[src/rtl/bcd_to_bin_seq_pkg.sv]
// Shared constants for the sequential BCD-to-binary converter:
// FSM state encodings, the largest legal BCD digit and the accumulator width helper.
package bcd_to_bin_seq_pkg;

  typedef enum logic [1:0] {
    ST_IDLE = 2'd0,
    ST_CONV = 2'd1,
    ST_DONE = 2'd2
  } state_t;

  localparam logic [3:0] BCD_MAX = 4'd9;

  // 4 bits per digit always holds 10**DIGITS - 1, since 10**DIGITS < 16**DIGITS.
  function automatic int acc_w(input int digits);
    return 4 * digits;
  endfunction

endpackage

[src/rtl/bcd_to_bin_seq_mac10.sv]
// Combinational multiply-by-ten-and-add step used once per BCD digit.
// The result wraps to ACC_W bits; the caller sizes ACC_W so no real value is lost.
module bcd_mac10 #(
  parameter int ACC_W = 12
) (
  input  logic [ACC_W-1:0] i_acc,
  input  logic [3:0]       i_digit,
  output logic [ACC_W-1:0] o_acc
);

  // acc*10 as two shifts and an add, keeping it multiplier-free.
  assign o_acc = (i_acc << 3) + (i_acc << 1) + ACC_W'(i_digit);

endmodule

[src/rtl/bcd_to_bin_seq.sv]
// Sequential BCD-to-binary converter: one digit per cycle, MSD first,
// with valid/ready handshakes on input and output, digit error and saturation flags.
module bcd_to_bin_seq
  import bcd_to_bin_seq_pkg::*;
#(
  parameter int DIGITS = 3,
  parameter int BIN_W  = 10
) (
  input  logic                  clk,
  input  logic                  rst_n,
  input  logic                  in_valid,
  output logic                  in_ready,
  input  logic [4*DIGITS-1:0]   bcd_in,
  output logic                  out_valid,
  input  logic                  out_ready,
  output logic [BIN_W-1:0]      bin_out,
  output logic                  err_digit,
  output logic                  ovf
);

  localparam int ACC_W = acc_w(DIGITS);
  localparam int IDX_W = (DIGITS > 1) ? $clog2(DIGITS) : 1;
  localparam logic [IDX_W-1:0] IDX_LAST = IDX_W'(DIGITS - 1);

  state_t             r_state;
  state_t             w_state_next;
  logic [ACC_W-1:0]   r_bcd;
  logic [ACC_W-1:0]   r_acc;
  logic [ACC_W-1:0]   w_mac;
  logic [IDX_W-1:0]   r_idx;
  logic               r_flag;
  logic [3:0]         w_nibble [DIGITS];
  logic [DIGITS-1:0]  w_nib_bad;
  logic [3:0]         w_digit;
  logic               w_accept;
  logic               w_release;
  logic               w_last;
  logic               w_ovf;
  logic [BIN_W-1:0]   w_trunc;

  generate
    for (genvar gi = 0; gi < DIGITS; gi++) begin : g_nib
      assign w_nibble[gi]  = r_bcd[4*gi +: 4];
      assign w_nib_bad[gi] = (bcd_in[4*gi +: 4] > BCD_MAX);
    end
  endgenerate

  assign w_digit = w_nibble[r_idx];

  bcd_mac10 #(
    .ACC_W (ACC_W)
  ) u_mac (
    .i_acc   (r_acc),
    .i_digit (w_digit),
    .o_acc   (w_mac)
  );

  assign in_ready  = (r_state == ST_IDLE);
  assign out_valid = (r_state == ST_DONE);
  assign w_accept  = in_valid & in_ready;
  assign w_release = out_valid & out_ready;
  assign w_last    = (r_idx == '0);

  // Saturation check only exists when the accumulator can exceed the output width.
  generate
    if (ACC_W > BIN_W) begin : g_sat
      assign w_ovf   = |w_mac[ACC_W-1:BIN_W];
      assign w_trunc = w_mac[BIN_W-1:0];
    end else begin : g_nosat
      assign w_ovf   = 1'b0;
      assign w_trunc = BIN_W'(w_mac);
    end
  endgenerate

  always_ff @(posedge clk or negedge rst_n) begin
    if (!rst_n) begin
      r_state <= ST_IDLE;
    end else begin
      r_state <= w_state_next;
    end
  end

  always_comb begin
    w_state_next = r_state;
    unique case (r_state)
      ST_IDLE: if (w_accept)  w_state_next = ST_CONV;
      ST_CONV: if (w_last)    w_state_next = ST_DONE;
      ST_DONE: if (w_release) w_state_next = ST_IDLE;
      default:                w_state_next = ST_IDLE;
    endcase
  end

  always_ff @(posedge clk or negedge rst_n) begin
    if (!rst_n) begin
      r_bcd     <= '0;
      r_acc     <= '0;
      r_idx     <= '0;
      r_flag    <= 1'b0;
      bin_out   <= '0;
      err_digit <= 1'b0;
      ovf       <= 1'b0;
    end else begin
      if (w_accept) begin
        r_bcd  <= bcd_in;
        r_flag <= |w_nib_bad;
        r_acc  <= '0;
        r_idx  <= IDX_LAST;
      end
      if (r_state == ST_CONV) begin
        r_acc <= w_mac;
        if (!w_last) begin
          r_idx <= r_idx - 1'b1;
        end else if (r_flag) begin
          // Bad digits were accumulated anyway; the value is meaningless, so report zero.
          err_digit <= 1'b1;
          ovf       <= 1'b0;
          bin_out   <= '0;
        end else if (w_ovf) begin
          err_digit <= 1'b0;
          ovf       <= 1'b1;
          bin_out   <= '1;
        end else begin
          err_digit <= 1'b0;
          ovf       <= 1'b0;
          bin_out   <= w_trunc;
        end
      end
    end
  end

endmodule

[config.mk]
export PLATFORM = sky130hd
export DESIGN_NAME = bcd_to_bin_seq
export DESIGN_NICKNAME = d
export VERILOG_FILES = /design/src/rtl/bcd_to_bin_seq_pkg.sv /design/src/rtl/bcd_to_bin_seq_mac10.sv /design/src/rtl/bcd_to_bin_seq.sv
export SDC_FILE = /design/constraint.sdc
export NUM_CORES = 1
export LEC_CHECK = 0
export CORE_ASPECT_RATIO = 0.8
export CORE_MARGIN = 8
export CORE_UTILIZATION = 40
export CTS_CLUSTER_DIAMETER = 120
export DETAILED_ROUTE_END_ITERATION = 8
export GPL_ROUTABILITY_DRIVEN = 1
export SYNTH_ARGS = -nofsm -noshare
export SYNTH_HDL_FRONTEND = slang
export SYNTH_SLANG_ARGS = --single-unit
[constraint.sdc]
create_clock -name clk -period 5.7 [get_ports clk]
set_input_delay 1.425 -clock clk [delete_from_list [all_inputs] [get_ports clk]]
set_output_delay 1.425 -clock clk [all_outputs]
set_load 0.01 [all_outputs]
# Yosys cells after proc, flatten, opt, wreduce, memory -nomap -nowiden
# Cells that the tools add are included.
# classes
n_mux	17
shifts	0
n_eq_ne	5
n_reduce_logical	7
magnitude_cmp	4
n_div	0
multipliers	0
n_bitwise	3
addsub	3
# ops
operator	n
$mux W11	2
$mux W10	2
$add A12 B12 Y12	1
$add A12 B4 Y12	1
$gt A4 B4 Y1 const B	3
$mux W2	6
$bmux W4 S2	1
$mux W4	2
$pmux W2 S3	1
$logic_not A2 Y1	2
$ne A2 B1 Y1 const B	2
$ge A3 B3 Y1 const B	1
$mux W1	3
$not A2 Y3	1
$reduce_and A3 Y1	1
$reduce_or A3 Y1	1
$and A1 B1 Y1	2
$eq A2 B1 Y1 const B	1
$eq A2 B2 Y1 const B	1
$ne A2 B2 Y1 const B	1
$reduce_and A2 Y1	1
$reduce_bool A2 Y1	1
$reduce_or A2 Y1	1
$sub A2 B1 Y2 const B	1
# totals
wordCells	47
mem_count	0
reg_bits	40
ram_bits	0
rom_bits	0
out_inout_bits	14
in_bits	16
latchBits	0

# Longest topological paths before layout
# depth
word_depth	8
mapped_depth	15
depth_no_buf	14

# Cells and area by module
# From an unflattened synthesis, not the netlist that was laid out.
# hier_totals
cells_unflattened	233
area_unflattened_um2	2374.8
# by_module_without_submodules
module	seq_area_each_um2	cells_per_inst	area_each_um2	instances
bcd_to_bin_seq	1026.0	168	1800.5	1
bcd_mac10	0.0	65	574.3	1

# Worst setup path before layout
# No wires, ideal clock.
# synth_timing
path_kind	register to register
start	register r_idx[1]
end	register bin_out[2]
arrival_ps	3393
path_stages_with_launch	14
required_ps	5574
setup_ps	126
period_less_slack_ps	3519
path_buffers	1
slack_ps	2181
cell_sequence	dfrtp_1 clkbuf_1 mux2i_1 nor2_1 a21oi_1 fa_1 fa_1 nand2b_1 a211oi_2 mux2i_1 a2111oi_4 a21boi_4 nor2_2 a221o_1
# synth_via
elab_chain_len	8
word_cells_on_any_way	10
classes_between	1 x add/sub; 5 x mux; 1 x bitwise; 3 x reduce/logical
# synth_lines
element	line_no	text
start: declaration	bcd_to_bin_seq.sv:30	logic [IDX_W-1:0] r_idx;
start signal: assignment	bcd_to_bin_seq.sv:112	r_idx <= r_idx - 1'b1;
$not A2 Y3 (implied by the code)	bcd_to_bin_seq.sv:48	assign w_digit = w_nibble[r_idx];
$bmux W4 S2	bcd_to_bin_seq.sv:48	
$mux W4 (implied by the code) (2 in a row)	bcd_to_bin_seq.sv:48	
$add A12 B4 Y12	bcd_to_bin_seq_mac10.sv:12	assign o_acc = (i_acc << 3) + (i_acc << 1) + ACC_W'(i_digit);
$reduce_or A2 Y1	bcd_to_bin_seq.sv:67	assign w_ovf = |w_mac[ACC_W-1:BIN_W];
$mux W10	bcd_to_bin_seq.sv:118	end else if (w_ovf) begin
$mux W10	bcd_to_bin_seq.sv:113	end else if (r_flag) begin
end signal: assignment	bcd_to_bin_seq.sv:125	bin_out <= w_trunc;
end: declaration	bcd_to_bin_seq.sv:16	output logic [BIN_W-1:0] bin_out,
# Several ways; a longest one is shown, not always the timed one. The select of a mux whose other input is x is not followed.
# A chain may end at the register's enable or synchronous reset.

# Final worst setup path
# Same ends and word-level chain as after synthesis.

==> summary.txt <==
FINISH
-----------------------------------------------------------------------------------------------------------------
Layout area overhead                                                                                        21.0%
Commonest cells after routing, fill and taps aside                                                   sky130_fd_sc_hd__dfrtp_1 (40), sky130_fd_sc_hd__clkdlybuf4s50_1 (28), sky130_fd_sc_hd__nand2_1 (21), sky130_fd_sc_hd__a21oi_1 (18), sky130_fd_sc_hd__ha_1 (18)
Post-layout net count                                                                                         272
Layout cells sized above 1                                                                                  12.7%
Cell Count, Final, Fillers Out                                                                                315
Fillcell total                                                                                                501
Most common library cell in the layout ignoring fill and taps                                        sky130_fd_sc_hd__dfrtp_1
# diodes                                                                                                        0

WORST SETUP PATH
-----------------------------------------------------------------------------------------------------------------
Worst setup path startpoint                                                                              r_idx[1]
Delay of the slowest cell on the worst path                                                               0.54 ns
Cell family with the largest share of critical-path delay                                            compound AO/OA/AOI/OAI gates
Startpoint class of the critical path                                                                   flip-flop
Critical-path maximum fanout                                                                                   10
Crit path depth                                                                                                12
End of the critical path                                                                               bin_out[2]
Worst Reg2Reg Path Length in Cells                                                                             12
Critical R2R Launch                                                                                      r_idx[1]
Sort of element at the end of the critical path                                                         flip-flop
End of the worst register-to-register path                                                             bin_out[2]
Start-to-end type of the worst setup path                                                                 reg2reg
WP data arrival                                                                                           3.89 ns
Ordered list of cells on the worst path                                                              mux2i_1, nor2_1, a21oi_1, fa_1, fa_1, nand2b_1, a211oi_2, mux2i_1, a2111oi_4, a21boi_4, nor2_2, a221o_1
Cell with the largest stage delay on the worst path                                                  sky130_fd_sc_hd__dfrtp_1
Data required, critical path                                                                              5.87 ns
Reg-to-reg setup timing slack                                                                             1.98 ns
Number of buffers and inverters on the critical path                                                            0

SYNTH
-----------------------------------------------------------------------------------------------------------------
Post-Synthesis Net Count                                                                                      246
Synthesis Warnings                                                                                              0
Simple-gate share of the synthesized area                                                                   9.57%
Multiplexer share of the synthesized area                                                                   8.79%
Average footprint of a synthesized cell                                                                  10.6 um2
Count of flip-flops with a built-in enable after synthesis                                                      0
Share of the synthesized netlist area taken by xor and xnor gates                                           3.14%
Area of the mapped netlist                                                                               2230 um2
Flops & latches, synth                                                                                         40
Number of instances in the synthesized netlist                                                                210
Share of synthesized registers carrying an async set or reset                                                100%
Dominant combinational cell family by area after synthesis                                           compound AO/OA/AOI/OAI gates
Synth cell types                                                                                               38
Most common flop cell mapped by yosys                                                                sky130_fd_sc_hd__dfrtp_1
Arithmetic-cell share of the synthesized area counting full adders, half adders and majority gates          11.9%
Sequential cell area fraction in the yosys report                                                           44.8%
Synth Area in Compound Gates                                                                                18.7%

STA
-----------------------------------------------------------------------------------------------------------------
Final worst-path cycle share                                                                                65.3%
Post-Route Hold Slack                                                                                    0.481 ns
Setup skew after layout                                                                                0.00613 ns
Final setup violation count                                                                                     0
Final-layout setup total negative slack                                                                      0 ns
Clock period minus worst slack                                                                            3.72 ns
RSZ-0062 raised after global routing                                                                           no
Worst slew slack as a fraction of its limit                                                                 30.0%
Worst slew pin tran                                                                                       1.05 ns
Min setup slack post-route                                                                                1.98 ns
Timing-limited maximum frequency                                                                        0.269 GHz
Final Max Tran Viols                                                                                            0
Final Hold Violating Endpoints                                                                                  0

DRT
-----------------------------------------------------------------------------------------------------------------
Iteration-0 DRC Markers                                                                                        86
Count of vias placed by the detailed router                                                                  1602
Number of detailed-routing iterations run before antenna repair                                                 4
DRC violation count after routing                                                                               0
Wire per inst                                                                                             15.0 um
Total wire length                                                                                         4.73 mm
Residual antenna-violating net count after detailed routing                                                     0
Vias per cell                                                                                                5.09

POWER AND IR DROP
-----------------------------------------------------------------------------------------------------------------
Leakage component of the power                                                                            1.27 nW
Switching share of total power                                                                              42.0%
Worst voltage drop across the vdd grid                                                                   0.272 mV
Sequential share of power                                                                                   29.1%
Pwr/cell area                                                                                          640 nW/um2
Comb pwr share                                                                                              56.6%
Net switching power figure                                                                             0.000727 W
Clock network fraction of total power                                                                       14.4%
Internal Power                                                                                          0.00100 W

CLOCK NETWORK
-----------------------------------------------------------------------------------------------------------------
Clock sink count                                                                                               40
Hold_buf cts                                                                                                    0
Number of buffers inserted by post-CTS setup repair                                                             0
Clk pin slew, worst setup/hold paths                                                                      0.08 ns
Clock latency reported for the late side of the worst-skew pair                                           0.28 ns
Total CTS buffers                                                                                               5
Cell chosen for the clock root                                                                       sky130_fd_sc_hd__clkbuf_8
H-tree depth                                                                                                    2
Clock tree from TritonCTS                                                                                   built
Clock tree buffer depth                                                                                         2
Cts repair resizes                                                                                              0

PLACED DESIGN
-----------------------------------------------------------------------------------------------------------------
Dpl cells                                                                                                     307
Port-buffer cells                                                                                              29
Worst setup timing slack at the placement stage                                                           2.00 ns
Post-DP HPWL                                                                                              3.55 mm
Routability congestion estimate from global placement                                                       0.806

DIE
-----------------------------------------------------------------------------------------------------------------
Width of the die                                                                                          99.6 um
Vertical extent of the die                                                                                82.9 um
Initial core utilization                                                                                    41.1%
Io pins                                                                                                        30
Number of placement rows                                                                                       24
Core Footprint                                                                                           5440 um2
Die Area                                                                                                 8250 um2

OUTCOME
-----------------------------------------------------------------------------------------------------------------
Result of the run                                                                                    complete, no violations

GLOBAL ROUTE
-----------------------------------------------------------------------------------------------------------------
Number of global-route vias before repair                                                                    1687
Overall overflow remaining after global route                                                                   0
Global-route wire length before repair                                                                    8.11 mm
Number of antenna violations at the first check in global routing                                               0
Total routing usage reported by global routing                                                              12.0%
Maximum number of pins on one net before global-route repair                                                   41

RUN
-----------------------------------------------------------------------------------------------------------------
Max-Cap Viols                                                                                                   0

HOLD PATH
-----------------------------------------------------------------------------------------------------------------
Min-delay worst type                                                                                      reg2reg
Startpoint of the lowest-slack hold path                                                               bin_out[7]

[flip-flops by register name, summed over array words and instances (netlist names)]
name	count
err_digit	1
ovf	1
r_acc	11
r_flag	1
r_bcd	12
r_state	2
r_idx	2
bin_out	10
[stage by stage]
step / cell area (um2) / utilization [%] / power, W
5_1_grt: 2700 / 49.7 / 0.00188
4_1_cts: 2700 / 49.7 / 0.00174
6_report: 2700 / 49.7 / 0.00173
3_3_place_gp: 2580 / 47.4 / 0.00148
2_1_floorplan: 2230 / - / 0.00120
3_5_place_dp: 2580 / 47.4 / 0.00147
[kinds of logic (layout without fill, tap and decap cells)]
logic type / after synthesis / after routing
AOI/OAI and AO/OA: 61 / 61
xor gates and xnor gates: 8 / 8
adders and majority gates: 20 / 20
buffers and inverters: 18 / 45
DFF: 40 / 40
muxes: 18 / 18
and+or+nand+nor: 45 / 45
[how the worst min path moves through the flow]
stage,end,slack (ns),cells past startpoint
floorplan,r_bcd[0],0.48,1
global placement,bin_out[7],0.46,1
detailed placement,bin_out[8],0.46,1
CTS,bin_out[9],0.49,1
global route,bin_out[7],0.50,1
finish,bin_out[7],0.48,1
[synth_stat cells (2+ instances only)]
cell | n | share of area, %
sky130_fd_sc_hd__nand4_1 | 3 | 0.84
sky130_fd_sc_hd__mux2_2 | 13 | 6.6
sky130_fd_sc_hd__a21oi_1 | 18 | 4.0
sky130_fd_sc_hd__o21ai_0 | 10 | 2.2
sky130_fd_sc_hd__xnor2_1 | 4 | 1.6
sky130_fd_sc_hd__mux2i_1 | 5 | 2.2
sky130_fd_sc_hd__ha_1 | 18 | 10
sky130_fd_sc_hd__a21o_1 | 10 | 3.4
sky130_fd_sc_hd__nand2_1 | 21 | 3.5
sky130_fd_sc_hd__xor2_1 | 4 | 1.6
sky130_fd_sc_hd__buf_2 | 2 | 0.45
sky130_fd_sc_hd__a21o_2 | 2 | 0.78
sky130_fd_sc_hd__o22ai_1 | 10 | 2.8
sky130_fd_sc_hd__nor2b_1 | 3 | 0.84
sky130_fd_sc_hd__clkbuf_1 | 7 | 1.2
sky130_fd_sc_hd__dfrtp_1 | 40 | 45
sky130_fd_sc_hd__o21bai_1 | 2 | 0.67
sky130_fd_sc_hd__nor2_1 | 6 | 1.0
sky130_fd_sc_hd__inv_1 | 8 | 1.3
sky130_fd_sc_hd__nand2b_1 | 5 | 1.4
sky130_fd_sc_hd__fa_1 | 2 | 1.8
[power groups by stage]
stage	clock network (W)	registers, W	logic (W)
3_5_place_dp	0	0.000507	0.000968
3_3_place_gp	0	0.000507	0.000969
5_1_grt	0.000267	0.000521	0.00109
4_1_cts	0.000256	0.000502	0.000979
6_report	0.000249	0.000503	0.000979
2_1_floorplan	0	0.000481	0.000714
[worst reg2reg max path: stages (launching register included)]
cell,delay [ns]
sky130_fd_sc_hd__dfrtp_1,0.54
sky130_fd_sc_hd__mux2i_1,0.22
sky130_fd_sc_hd__nor2_1,0.06
sky130_fd_sc_hd__a21oi_1,0.15
sky130_fd_sc_hd__fa_1,0.48
sky130_fd_sc_hd__fa_1,0.46
sky130_fd_sc_hd__nand2b_1,0.20
sky130_fd_sc_hd__a211oi_2,0.23
sky130_fd_sc_hd__mux2i_1,0.15
sky130_fd_sc_hd__a2111oi_4,0.37
sky130_fd_sc_hd__a21boi_4,0.38
sky130_fd_sc_hd__nor2_2,0.09
sky130_fd_sc_hd__a221o_1,0.26
[metal layers]
metal  vias up  GRT usage, %  routed length (um)
met5         -             0                   0
met4         0          3.70                  52
met3         5          2.92                 219
met2        28          16.6                1910
met1       774          17.7                2550
li1        795             -                   -
[final cells by class]
cell class	instances	area [um2]	share of cell area [%]
multi-input cells	152	1160	43.0
flip-flops and latches	40	1000	37.0
clock inverters	1	30.0	1.11
repair buffers	29	285	10.6
well taps	78	97.6	3.61
clock buffers	7	96.3	3.56
inverters	8	30.0	1.11
Note: power is estimated with default switching activity, not from simulation.
